## src/rtl/clb_multi_ble.sv

```systemverilog
// Multi-BLE configurable logic block: N K-input LUTs with optional output flip-flops,
// sharing one serial configuration chain with session bit counting and error flagging.
module clb_multi_ble #(
  parameter int K = 4,
  parameter int N = 2
) (
  input  logic           clb_clk,
  input  logic           clb_rst,
  input  logic           prog_en,
  input  logic           prog_in,
  output logic           prog_out,
  input  logic           clb_ce,
  input  logic [N*K-1:0] clb_input,
  output logic [N-1:0]   clb_output,
  output logic           cfg_done,
  output logic           cfg_err
);

  localparam int T  = 1 << K;
  localparam int W  = T + 1;
  localparam int L  = N * W;
  localparam int CW = $clog2(L + 1);
  localparam logic [CW-1:0] LCNT = CW'(L);

  logic [L-1:0]  r_cfg;
  logic [N-1:0]  r_ff;
  logic [CW-1:0] r_bitCnt;
  logic          r_cfgDone;
  logic          r_cfgErr;
  logic          r_progEnD;

  logic          w_sessStart;
  logic          w_sessEnd;
  logic [N-1:0]  w_lut;
  logic [N-1:0]  w_mode;

  assign w_sessStart = prog_en & ~r_progEnD;
  assign w_sessEnd   = ~prog_en & r_progEnD;

  // Serial chain: new bits enter at the top, cfg[0] is the bit about to leave.
  always_ff @(posedge clb_clk) begin
    if (clb_rst) begin
      r_cfg <= '0;
    end else if (prog_en) begin
      r_cfg <= {prog_in, r_cfg[L-1:1]};
    end
  end

  always_ff @(posedge clb_clk) begin
    if (clb_rst) begin
      r_progEnD <= 1'b0;
      r_bitCnt  <= '0;
      r_cfgDone <= 1'b0;
      r_cfgErr  <= 1'b0;
    end else begin
      r_progEnD <= prog_en;
      if (w_sessStart) begin
        r_bitCnt  <= CW'(1);
        r_cfgDone <= 1'b0;
        r_cfgErr  <= 1'b0;
      end else if (prog_en) begin
        // Counter saturates at L; any further bit marks the session over-length.
        if (r_bitCnt < LCNT) begin
          r_bitCnt <= r_bitCnt + CW'(1);
        end else begin
          r_cfgErr <= 1'b1;
        end
      end else if (w_sessEnd) begin
        r_cfgDone <= (r_bitCnt == LCNT) && !r_cfgErr;
      end
    end
  end

  for (genvar gi = 0; gi < N; gi++) begin : g_ble
    logic [T-1:0] w_truth;
    logic [K-1:0] w_sel;

    assign w_truth     = r_cfg[gi*W +: T];
    assign w_sel       = clb_input[gi*K +: K];
    assign w_lut[gi]   = w_truth[w_sel];
    assign w_mode[gi]  = r_cfg[gi*W + T];
  end

  // Flip-flops freeze while the chain is being shifted, so a reload keeps their state.
  always_ff @(posedge clb_clk) begin
    if (clb_rst) begin
      r_ff <= '0;
    end else if (clb_ce && !prog_en) begin
      r_ff <= w_lut;
    end
  end

  assign clb_output = prog_en ? '0 : ((w_mode & r_ff) | (~w_mode & w_lut));
  assign prog_out   = r_cfg[0];
  assign cfg_done   = r_cfgDone;
  assign cfg_err    = r_cfgErr;

endmodule

```

## config.mk

```make
export PLATFORM = sky130hd
export DESIGN_NAME = clb_multi_ble
export DESIGN_NICKNAME = d
export VERILOG_FILES = /design/src/rtl/clb_multi_ble.sv
export SDC_FILE = /design/constraint.sdc
export NUM_CORES = 1
export LEC_CHECK = 0
export BUFFER_PORTS_ARGS = -buffer_cell sky130_fd_sc_hd__buf_2
export CAP_MARGIN = 20
export CORE_ASPECT_RATIO = 0.8
export CORE_MARGIN = 1.5
export CORE_UTILIZATION = 51
export CTS_CLUSTER_SIZE = 12
export DETAILED_ROUTE_END_ITERATION = 6
export PLACE_DENSITY = 0.7
export SYNTH_ARGS = -nofsm -noshare
export SYNTH_HDL_FRONTEND = slang
export SYNTH_SLANG_ARGS = --single-unit
```

## constraint.sdc

```tcl
create_clock -name clb_clk -period 1.7 [get_ports clb_clk]
set_input_delay 0.34 -clock clb_clk [delete_from_list [all_inputs] [get_ports clb_clk]]
set_output_delay 0.34 -clock clb_clk [all_outputs]
set_load 0.03 [all_outputs]
```

==> results.py <==
metrics = {
    "run_status": {
        "status": "complete, but fails checks",
        "violations": "setup timing",
    },
    "clock_network": {
        "clockRootBuffer": "clkbuf_8",
        "clk_pin_slew_ns": 0.09,
        "cts.sinks": 45,
        "clockBufferDepth": 2,
        "cts_buffers": 5,
        "cts_tree": "built",
        "h-tree-depth": 2,
        "insertion_delay_ns": 0.30,
        "holdBufCountCts": 0,
    },
    "sta": {
        "post-route-period-util_pct": 119.6,
        "worstMarginPinSlew_ns": 0.3432,
        "layout_min_cycle_time_ns": 2.033,
        "timing.final.ws_setup_ns": -0.3333,
        "report.final.setup_viol": 2,
        "hold_viol": 0,
        "slew_headroom_pct": 77.12,
        "grt_setup_unrepaired": "true",
        "skew_ns": 0.009282,
        "drv_slew": 0,
        "fmax_mhz": 491.8,
    },
    "global_routing": {
        "grt_pass1_vias": 1589,
        "globalRouteOverflowTotal": 0,
        "grt_usage_pct": 22.03,
        "grt_pass1_wl_um": 7245,
        "grt_max_degree": 22,
        "antenna_found_initial": 0,
    },
    "placed_design": {
        "dpl.cell_count": 295,
        "hpwl_um": 3295,
        "dp_slack_ns": -0.2950,
        "port_buffers": 17,
        "place.gp.congestion": 0.8108,
        "place_area_um2": 2429,
    },
    "job": {
        "maxCapViolCount": 0,
    },
    "worst_setup_path": {
        "crit_type": "flop to output port",
        "r2r_end": "r_ff[1]",
        "timing.rr.start": "r_cfg[32]",
        "cp-startpoint": "r_cfg[15]",
        "worstPathMaxFanout": 2,
        "reg2reg_slack_ns": 0.15,
        "endpoint_kind": "output port",
        "cpPeakStageDelay_ns": 0.50,
        "start_kind": "flop",
        "crit_family": "multiplexers",
        "slowest_stage": "mux4_2",
        "cp.arrival_ns": 1.69,
        "crit_chain": "mux4_2, a211oi_4, o221ai_4, buf_6",
        "worst-path-buf-inv": 1,
        "r2r.worst_path.cells": 5,
        "crit_required_ns": 1.36,
    },
    "synth": {
        "avgSynthCellArea_um2": 10.00,
        "syn_nets": 223,
        "ys_seq_elements": 45,
        "netlist_instances": 208,
        "synth_cell_types": 37,
        "syn_area_um2": 2081,
        "ys_seq_area_share_pct": 43.30,
        "ys_warn_count": 0,
    },
    "detailed_routing": {
        "dr_wl_met2_um": 2247,
        "vias": 1680,
        "firstDrtPassIters": 4,
        "ant_nets": 0,
        "post-route-drc-count": 0,
        "drt-met1-wl_um": 1969,
        "wl_per_cell_um": 14.70,
        "wirelength_um": 4497,
        "viasPerCell": 5.490,
        "wl_met3_um": 221,
        "routed.top_layer": "met4",
        "first_iter_violations": 60,
    },
    "finish": {
        "fillers": 332,
        "instances_no_fill": 306,
        "drive_above_1_share_pct": 28.29,
        "diodes": 0,
        "syn2layout_area_growth_pct": 22.49,
        "postLayoutCellArea_um2": 2549,
        "nets": 265,
        "finish.utilization_pct": 66.14,
    },
    "die": {
        "core_um2": 3854,
        "initial_core_util_pct": 53.99,
        "num_rows": 20,
        "num_io_pins": 18,
        "die_h_um": 60.13,
        "dieArea_um2": 4475,
        "die_x_um": 74.42,
    },
    "power": {
        "vdd_ir_drop_max_v": 0.0004210,
        "p_per_area_nw_per_um2": 729.1,
        "total_power_mw": 1.858,
        "p_leak_nw": 1.127,
    },
    "hold_path": {
        "worstHoldStart": "prog_in",
        "hold_class": "input port to flop",
        "hold_end": "r_cfg[33]",
        "whs_path_depth": 3,
    },
}
[worst min-delay path: stages]
cell,delay [ns]
buf_2,0.08
mux2i_1,0.05
nor2_1,0.07
[cells in the final DEF (no fill, tap or decap), drive strengths merged, types with 2 or more instances in the layout]
cell type  count
buf           47
clkbuf         5
mux2           2
mux2i         40
a21oi          5
nand2          6
a211oi         3
nor2          42
and3           3
nand2b         5
or3b           3
inv            3
ha             2
nor3           2
dfxtp         45
clkinv         2
nor2b          3
or3            4
o22ai          2
mux4           4
o221ai         4
nand3b         5
[synth_stat cells (all sizes together)]
cell | n | area (um2)
a211oi | 3 | 32.53
a21boi | 1 | 7.510
a21oi | 5 | 25.02
a41oi | 1 | 8.760
and3 | 3 | 18.77
and4 | 1 | 8.760
buf | 7 | 47.54
clkbuf | 5 | 18.77
dfxtp | 45 | 900.9
ha | 2 | 25.02
inv | 3 | 11.26
mux2 | 2 | 22.52
mux2i | 40 | 400.4
mux4 | 4 | 97.59
nand2 | 6 | 22.52
nand2b | 5 | 31.28
nand3 | 1 | 5.000
nand3b | 5 | 37.54
nand4 | 1 | 6.260
nand4b | 1 | 8.760
nor2 | 42 | 157.7
nor2b | 3 | 18.77
nor3 | 2 | 10.01
nor4 | 1 | 6.260
o211ai | 1 | 7.510
o21bai | 1 | 7.510
o221ai | 4 | 35.03
o22ai | 2 | 12.51
o41a | 1 | 11.26
o41ai | 1 | 8.760
or3 | 4 | 25.02
or3b | 3 | 26.28
xnor2 | 1 | 8.760
xor2 | 1 | 8.760
[state kept, by name (all words and copies together) (netlist names)]
| register | flops |
|---|---|
| r_cfg | 34 |
| r_bitCnt | 6 |
| r_ff | 2 |
| cfg_done | 1 |
| cfg_err | 1 |
| r_progEnD | 1 |
[routing by layer]
layer / global-route usage [%] / up-vias
met5: 0 / -
met4: 6.494 / 0
met3: 7.420 / 7
met2: 37.50 / 41
met1: 26.55 / 814
li1: - / 818
[layout make-up]
type / instances / area [um2] / share of cell area (%)
tap: 55 / 68.82 / 2.700
timing repair buffer: 47 / 322.8 / 12.67
inverter: 3 / 11.26 / 0.4418
multi-input combinational: 148 / 1156 / 45.36
clock inverter: 3 / 17.52 / 0.6873
sequential: 45 / 903.4 / 35.44
clock buffer: 5 / 68.82 / 2.700
[worst max path at each step]
stage               cells after the start            end  slack (ns)
CTS                                     4  clb_output[1]       -0.36
global placement                        5  clb_output[0]       -0.25
global route                            4  clb_output[0]       -0.38
finish                                  4  clb_output[0]       -0.33
floorplan                               4  clb_output[0]       -0.06
detailed placement                      5  clb_output[0]       -0.29
[stage by stage]
stage,TNS (ns),hold slack [ns]
2_1_floorplan,-0.1217,0.4667
3_3_place_gp,-0.4777,0.4732
3_5_place_dp,-0.5890,0.4817
4_1_cts,-0.7228,0.2661
5_1_grt,-0.7648,0.2688
6_report,-0.6491,0.2734
[logic make-up (layout without fill, tap and decap cells)]
family,count (synthesis),after routing,share of synthesized area [%]
xor gates and xnor gates,2,2,0.8420
AOI/OAI and AO/OA,20,20,7.517
DFF,45,45,43.30
muxes,46,46,25.01
buffers and inverters,15,58,3.728
adders and majority gates,2,2,1.202
and+or+nand+nor,78,78,18.40
[report_power, final]
| group | leakage (nW) | internal (mW) | total, mW | switching, mW |
|---|---|---|---|---|
| clock | 0.0439 | 0.284 | 0.638 | 0.354 |
| combinational | 0.719 | 0.0659 | 0.152 | 0.0862 |
| sequential | 0.364 | 1.06 | 1.07 | 0.00850 |
| total | 1.13 | 1.41 | 1.86 | 0.449 |
[timing repair]
item                                    4_1_cts  5_1_grt
gates resized for setup                       5        2
pin swaps                                     4        3
endpoints found under the setup margin        2        2
buffers inserted                              2        1
(Power assumes the default switching activity.)
